**src/rtl/muldiv_unit_with_lock.sv**
```systemverilog
// Shared iterative 32x32 multiply / 32/32 divide unit serving SIC lock/grant requests.
// Oldest-ID arbitration, 32 iterations per op, one-cycle done pulse, rollback abort.
module muldiv_unit_with_lock #(
    parameter int NUM_PORTS = 8,
    parameter int ID_WIDTH  = 16
) (
    input  logic                          clk,
    input  logic                          rst,
    input  logic [NUM_PORTS-1:0]          req_valid,
    input  logic [NUM_PORTS*ID_WIDTH-1:0] req_id,
    input  logic [NUM_PORTS*2-1:0]        req_op,
    input  logic [NUM_PORTS*32-1:0]       req_a,
    input  logic [NUM_PORTS*32-1:0]       req_b,
    input  logic                          rollback,
    output logic [NUM_PORTS-1:0]          grant,
    output logic [NUM_PORTS-1:0]          done,
    output logic [31:0]                   result_hi,
    output logic [31:0]                   result_lo,
    output logic                          busy
);
    localparam int OW = (NUM_PORTS > 1) ? $clog2(NUM_PORTS) : 1;

    typedef enum logic [1:0] {IDLE, BUSY, DONE} state_t;

    state_t        state;
    logic [OW-1:0] owner;
    logic [4:0]    cnt;
    logic          is_div, neg_q, neg_r;
    logic [31:0]   acc_hi, acc_lo, dreg, res_hi, res_lo;

    // Oldest-ID pick; a strict "older" test keeps the lowest port on equal IDs.
    logic                arb_found;
    logic [OW-1:0]       arb_idx;
    logic [ID_WIDTH-1:0] best_id, cur_id, id_diff;
    logic [1:0]          sel_op;
    logic [31:0]         sel_a, sel_b;

    always_comb begin
        arb_found = 1'b0;
        arb_idx   = '0;
        best_id   = '0;
        cur_id    = '0;
        id_diff   = '0;
        sel_op    = 2'd0;
        sel_a     = 32'd0;
        sel_b     = 32'd0;
        for (int p = 0; p < NUM_PORTS; p++) begin
            cur_id  = req_id[p*ID_WIDTH +: ID_WIDTH];
            id_diff = cur_id - best_id;
            if (req_valid[p] && (!arb_found || id_diff[ID_WIDTH-1])) begin
                arb_found = 1'b1;
                arb_idx   = OW'(p);
                best_id   = cur_id;
                sel_op    = req_op[p*2 +: 2];
                sel_a     = req_a[p*32 +: 32];
                sel_b     = req_b[p*32 +: 32];
            end
        end
    end

    logic        sel_signed;
    logic [31:0] a_mag, b_mag;
    assign sel_signed = ~sel_op[0];
    assign a_mag = (sel_signed && sel_a[31]) ? -sel_a : sel_a;
    assign b_mag = (sel_signed && sel_b[31]) ? -sel_b : sel_b;

    // One shift-add or restoring-divide step; sign fixup folded into the last step.
    logic [32:0] add_sum, shifted, sub_diff;
    logic        ge;
    logic [31:0] it_hi, it_lo, nxt_hi, nxt_lo;
    logic [63:0] prod_neg;

    always_comb begin
        add_sum  = {1'b0, acc_hi} + (acc_lo[0] ? {1'b0, dreg} : 33'd0);
        shifted  = {acc_hi, acc_lo[31]};
        sub_diff = shifted - {1'b0, dreg};
        ge       = (shifted >= {1'b0, dreg});
        if (is_div) begin
            it_hi = ge ? sub_diff[31:0] : shifted[31:0];
            it_lo = {acc_lo[30:0], ge};
        end else begin
            it_hi = add_sum[32:1];
            it_lo = {add_sum[0], acc_lo[31:1]};
        end
        nxt_hi   = it_hi;
        nxt_lo   = it_lo;
        prod_neg = -{it_hi, it_lo};
        if (cnt == 5'd31) begin
            if (!is_div && neg_q) {nxt_hi, nxt_lo} = prod_neg;
            if (is_div && neg_q)  nxt_lo = -it_lo;
            if (is_div && neg_r)  nxt_hi = -it_hi;
        end
    end

    always_ff @(posedge clk or posedge rst) begin
        if (rst) begin
            state  <= IDLE;
            owner  <= '0;
            cnt    <= 5'd0;
            is_div <= 1'b0;
            neg_q  <= 1'b0;
            neg_r  <= 1'b0;
            acc_hi <= 32'd0;
            acc_lo <= 32'd0;
            dreg   <= 32'd0;
            res_hi <= 32'd0;
            res_lo <= 32'd0;
        end else begin
            case (state)
                IDLE: if (arb_found && !rollback) begin
                    state  <= BUSY;
                    owner  <= arb_idx;
                    cnt    <= 5'd0;
                    is_div <= sel_op[1];
                    // Divide-by-zero keeps the all-ones quotient unsigned.
                    neg_q  <= sel_signed & (sel_a[31] ^ sel_b[31]) & ~(sel_op[1] & (sel_b == 32'd0));
                    neg_r  <= sel_signed & sel_op[1] & sel_a[31];
                    acc_hi <= 32'd0;
                    acc_lo <= sel_op[1] ? a_mag : b_mag;
                    dreg   <= sel_op[1] ? b_mag : a_mag;
                end
                BUSY: begin
                    if (rollback || !req_valid[owner]) begin
                        state <= IDLE;
                    end else begin
                        acc_hi <= nxt_hi;
                        acc_lo <= nxt_lo;
                        cnt    <= cnt + 5'd1;
                        if (cnt == 5'd31) state <= DONE;
                    end
                end
                DONE: begin
                    state <= IDLE;
                    if (!rollback) begin
                        res_hi <= acc_hi;
                        res_lo <= acc_lo;
                    end
                end
                default: state <= IDLE;
            endcase
        end
    end

    // Results are shown live during DONE and committed only if it was not rolled back.
    logic in_done;
    assign in_done = (state == DONE) && !rollback;

    always_comb begin
        grant = '0;
        if (state != IDLE) grant[owner] = 1'b1;
    end

    assign done      = in_done ? grant : '0;
    assign result_hi = in_done ? acc_hi : res_hi;
    assign result_lo = in_done ? acc_lo : res_lo;
    assign busy      = (state != IDLE);

endmodule

```
**config.mk**
```make
export PLATFORM = sky130hd
export DESIGN_NAME = muldiv_unit_with_lock
export DESIGN_NICKNAME = d
export VERILOG_FILES = /design/src/rtl/muldiv_unit_with_lock.sv
export SDC_FILE = /design/constraint.sdc
export NUM_CORES = 2
export LEC_CHECK = 0
export BUFFER_PORTS_ARGS = -buffer_cell sky130_fd_sc_hd__buf_2
export CORE_AREA = 2 2 295 297
export DETAILED_ROUTE_END_ITERATION = 10
export DIE_AREA = 0 0 297 299
export GPL_ROUTABILITY_DRIVEN = 1
export MAX_ROUTING_LAYER = met4
export PLACE_DENSITY = 0.62
export SLEW_MARGIN = 20
export SYNTH_ARGS = -nofsm -noshare
export SYNTH_HDL_FRONTEND = slang
export SYNTH_SLANG_ARGS = --single-unit
```
**constraint.sdc**
```tcl
create_clock -name clk -period 9.91 [get_ports clk]
set_input_delay 0.991 -clock clk [delete_from_list [all_inputs] [get_ports clk]]
set_output_delay 0.991 -clock clk [all_outputs]
set_load 0.02 [all_outputs]
```
==> results.toml <==
[synthesis]
synth_fp_nets = 4646
synth_area_sq_um = 25910
yosysWarningCount = 0
yosysMostFrequentCell = "nand2_1"
yosysSeqAreaShare = 0.1671
synth_top_cell_area_share = 0.1671
syn_area_per_cell_sq_um = 6.766
synth_ff_type = "dfrtp_1"
yosys-top-cells-area = "dfrtp_1 (17%), nand2_1 (8.8%), a21oi_1 (7.9%)"
ys_types = 112
syn_inst = 3829
async_reset_ff_frac = 1.000
synth_edf_count = 0
synthTopCellsByCount = "nand2_1 (606), a21oi_1 (409), nor2_1 (328)"
synth_seq_cells = 173
synth_top_area_cell = "dfrtp_1"

[route]
drtPass1Iterations = 6
num_vias = 35019
antenna_left = 0
wl_per_cell_um = 25.88
vias_per_cell = 5.586
routed_wl_um = 162300
drc_errors = 0
drtIter0Drc = 3372

[worst_setup_path]
critPathArrivalTime_ns = 18.24
worstPathRequired_ns = 10.29
reg2reg_slack_ns = 0.73
end_kind = "register"
critPathMaxFanout = 7
reg2regPathDepth = 47
slowest_stage = "or4b_4"
critPathLaunchType = "input port"
worstSetupPathType = "in2reg"
worst_path_largest_cell_delay_ns = 0.48
rr_startpoint = "dreg[1]$_DFFE_PP0P_"
r2r_end = "acc_hi[24]$_DFFE_PP0P_"
cp_common_cell = "o21ai_1"

[power]
ir_worst_vdd_uv = 293.1
power.leakage_nw = 17.76
p_per_area_nw_per_um2 = 443.0
p_total_mw = 17.04

[timing]
setup_viol = 70
slew_headroom = 0.3206
grt_setup_unrepaired = "true"
worst_slack_ns = -7.950
finalHoldViolCount = 0
tns_ns = -510.38
slew_violations = 0
fin_hold_ws_ns = 0.4685
fmax_ghz = 0.05599
finalCritPeriodShare = 1.802
min_period_ns = 17.86
finClkSkew_ns = 0.01462
tightest_slew_ns = 1.019

[global_routing]
grt_pass1_wl_um = 226600
grt_max_degree = 84
gr-usage-met1 = 0.4344
overflow = 0
use_met2 = 0.5601
met3_usage = 0.05009
busiest_layer = "met2"
antenna_found_initial = 64
first_global_vias = 32709
groute.usage.overall = 0.3571

[placed_design]
dp_hpwl_um = 135600
place_congestion = 1.050
placed_cells = 6126
io_buffers = 747
dp_slack_ns = -9.441

[floorplanning]
coreArea_sq_um = 85940
num_io_pins = 748
initial_core_util = 0.3015
die_w_um = 297
dieArea_sq_um = 88800
die_h_um = 299
num_rows = 108

[run_status]
status = "finished with violations"
violations = "negative setup slack"

[layout]
nets = 5875
nFillCells = 9056
area_delta_synth_final_pct = 48.47
finalNonFillerCells = 6269
drive_above_1_share = 0.3680

[clock_network]
ctsHoldBuffers = 0
cts_tree = "done"
cts_buffers = 17
clock-root-buffer = "clkbuf_16"
clk_path_buf_depth = 2
clock_sinks = 173
clk_pin_slew_ns = 0.07
cts.htree.levels = 4
insertion_delay_ns = 0.47

[min_path]
whs_path_depth = 2
worstHoldStart = "res_hi[7]$_DFFE_PP0P_"
hold_end = "res_hi[7]$_DFFE_PP0P_"
holdCritPathClass = "reg2reg"

[flow_run]
max_cap_violations = 0
==> metrics by stage <==
stage / util / area, sq um
final: 0.4476 / 38470
after global routing: 0.4471 / 38430
after CTS: 0.4334 / 37240
after detailed placement: 0.4150 / 35670
after global placement: 0.4150 / 35670
after floorplan: - / 27120
==> state kept, by name (all words and copies together), names as in the netlist, 2 cells and up <==
register  flops
res_hi       32
acc_lo       32
res_lo       32
state         2
owner         3
acc_hi       32
cnt           5
dreg         32
==> worst max path at each step <==
stage / end / startpoint / slack (ns)
6_report: acc_lo[28]$_DFFE_PP0P_ / req_valid[0] / -7.95
3_5_place_dp: acc_lo[28]$_DFFE_PP0P_ / req_valid[0] / -9.44
4_1_cts: dreg[28]$_DFFE_PP0P_ / req_valid[0] / -7.75
2_1_floorplan: dreg[28]$_DFFE_PP0P_ / req_valid[0] / -14.17
3_3_place_gp: acc_lo[28]$_DFFE_PP0P_ / req_valid[0] / -9.09
5_1_grt: dreg[28]$_DFFE_PP0P_ / req_valid[0] / -8.72
==> per-layer routing <==
metal / up-vias / share of wire
met5: - / 0
met4: 0 / 0.075
met3: 360 / 0.072
met2: 1684 / 0.45
met1: 16582 / 0.40
li1: 16393 / -
==> layout by cell type (no fill, tap or decap), types with 16 or more instances in the layout <==
| cell type | n |
|---|---|
| xor2_1 | 63 |
| or3_1 | 32 |
| a31oi_1 | 59 |
| and3_1 | 18 |
| nand2b_1 | 21 |
| a21oi_1 | 365 |
| buf_2 | 742 |
| ha_4 | 18 |
| a21oi_2 | 30 |
| inv_1 | 130 |
| mux2i_1 | 98 |
| buf_4 | 684 |
| xnor2_1 | 104 |
| or2_2 | 29 |
| nor3_1 | 82 |
| a311oi_1 | 17 |
| o31ai_1 | 18 |
| nand3_1 | 152 |
| a21o_1 | 26 |
| dfrtp_1 | 172 |
| diode_2 | 46 |
| o21bai_1 | 31 |
| nor2_1 | 311 |
| nor2_4 | 16 |
| mux2_2 | 32 |
| a21oi_4 | 18 |
| nand2_1 | 579 |
| o21ai_1 | 46 |
| nor2b_1 | 27 |
| and2_1 | 52 |
| ha_1 | 128 |
| nand4_1 | 37 |
| nor4_1 | 39 |
| o211ai_1 | 71 |
| o22ai_1 | 21 |
| a211oi_1 | 18 |
| buf_6 | 24 |
| o21ai_0 | 280 |
| clkbuf_16 | 19 |
==> report_power, final <==
group	switching (mW)	internal, mW
Combinational	8.48	6.47
Sequential	0.443	0.928
Clock	0.290	0.422
Total	9.21	7.83
==> what timing repair did <==
action | CTS | global route
pin swaps | 61 | 116
setup buffers | 33 | 34
gates cloned | 5 | 1
endpoints found under the setup margin | 70 | 80
gates resized for setup | 140 | 180
endpoints found under the hold margin | 0 | 0
==> worst max-delay path: cells and delay by family <==
kind	cells	cell delay [ns]
adders and majority gates	8	2.23
and+or+nand+nor	39	5.94
muxes	2	0.58
xor gates and xnor gates	1	0.23
AOI/OAI and AO/OA	40	6.83
buffers and inverters	10	1.34
==> logic make-up after synthesis <==
family,synth area share
AO/OA/AOI/OAI,0.2957
multiplexers,0.06534
flip-flops,0.1671
XOR/XNOR,0.06187
AND/OR/NAND/NOR,0.2735
adder cells (fa/ha/maj),0.07621
buffers and inverters,0.06032
==> area by class of cell <==
cell class | instances | area (sq um) | share of cell area
multi-input cells | 3263 | 22000 | 0.5721
repair buffers | 1467 | 9459 | 0.2459
flip-flops and latches | 173 | 4333 | 0.1126
well taps | 1155 | 1445 | 0.03757
inverters | 136 | 515.5 | 0.01340
clock buffers | 21 | 450.4 | 0.01171
clock inverters | 8 | 142.6 | 0.003708
diodes | 46 | 115.1 | 0.002993
Note: power is estimated with default switching activity, not from simulation.
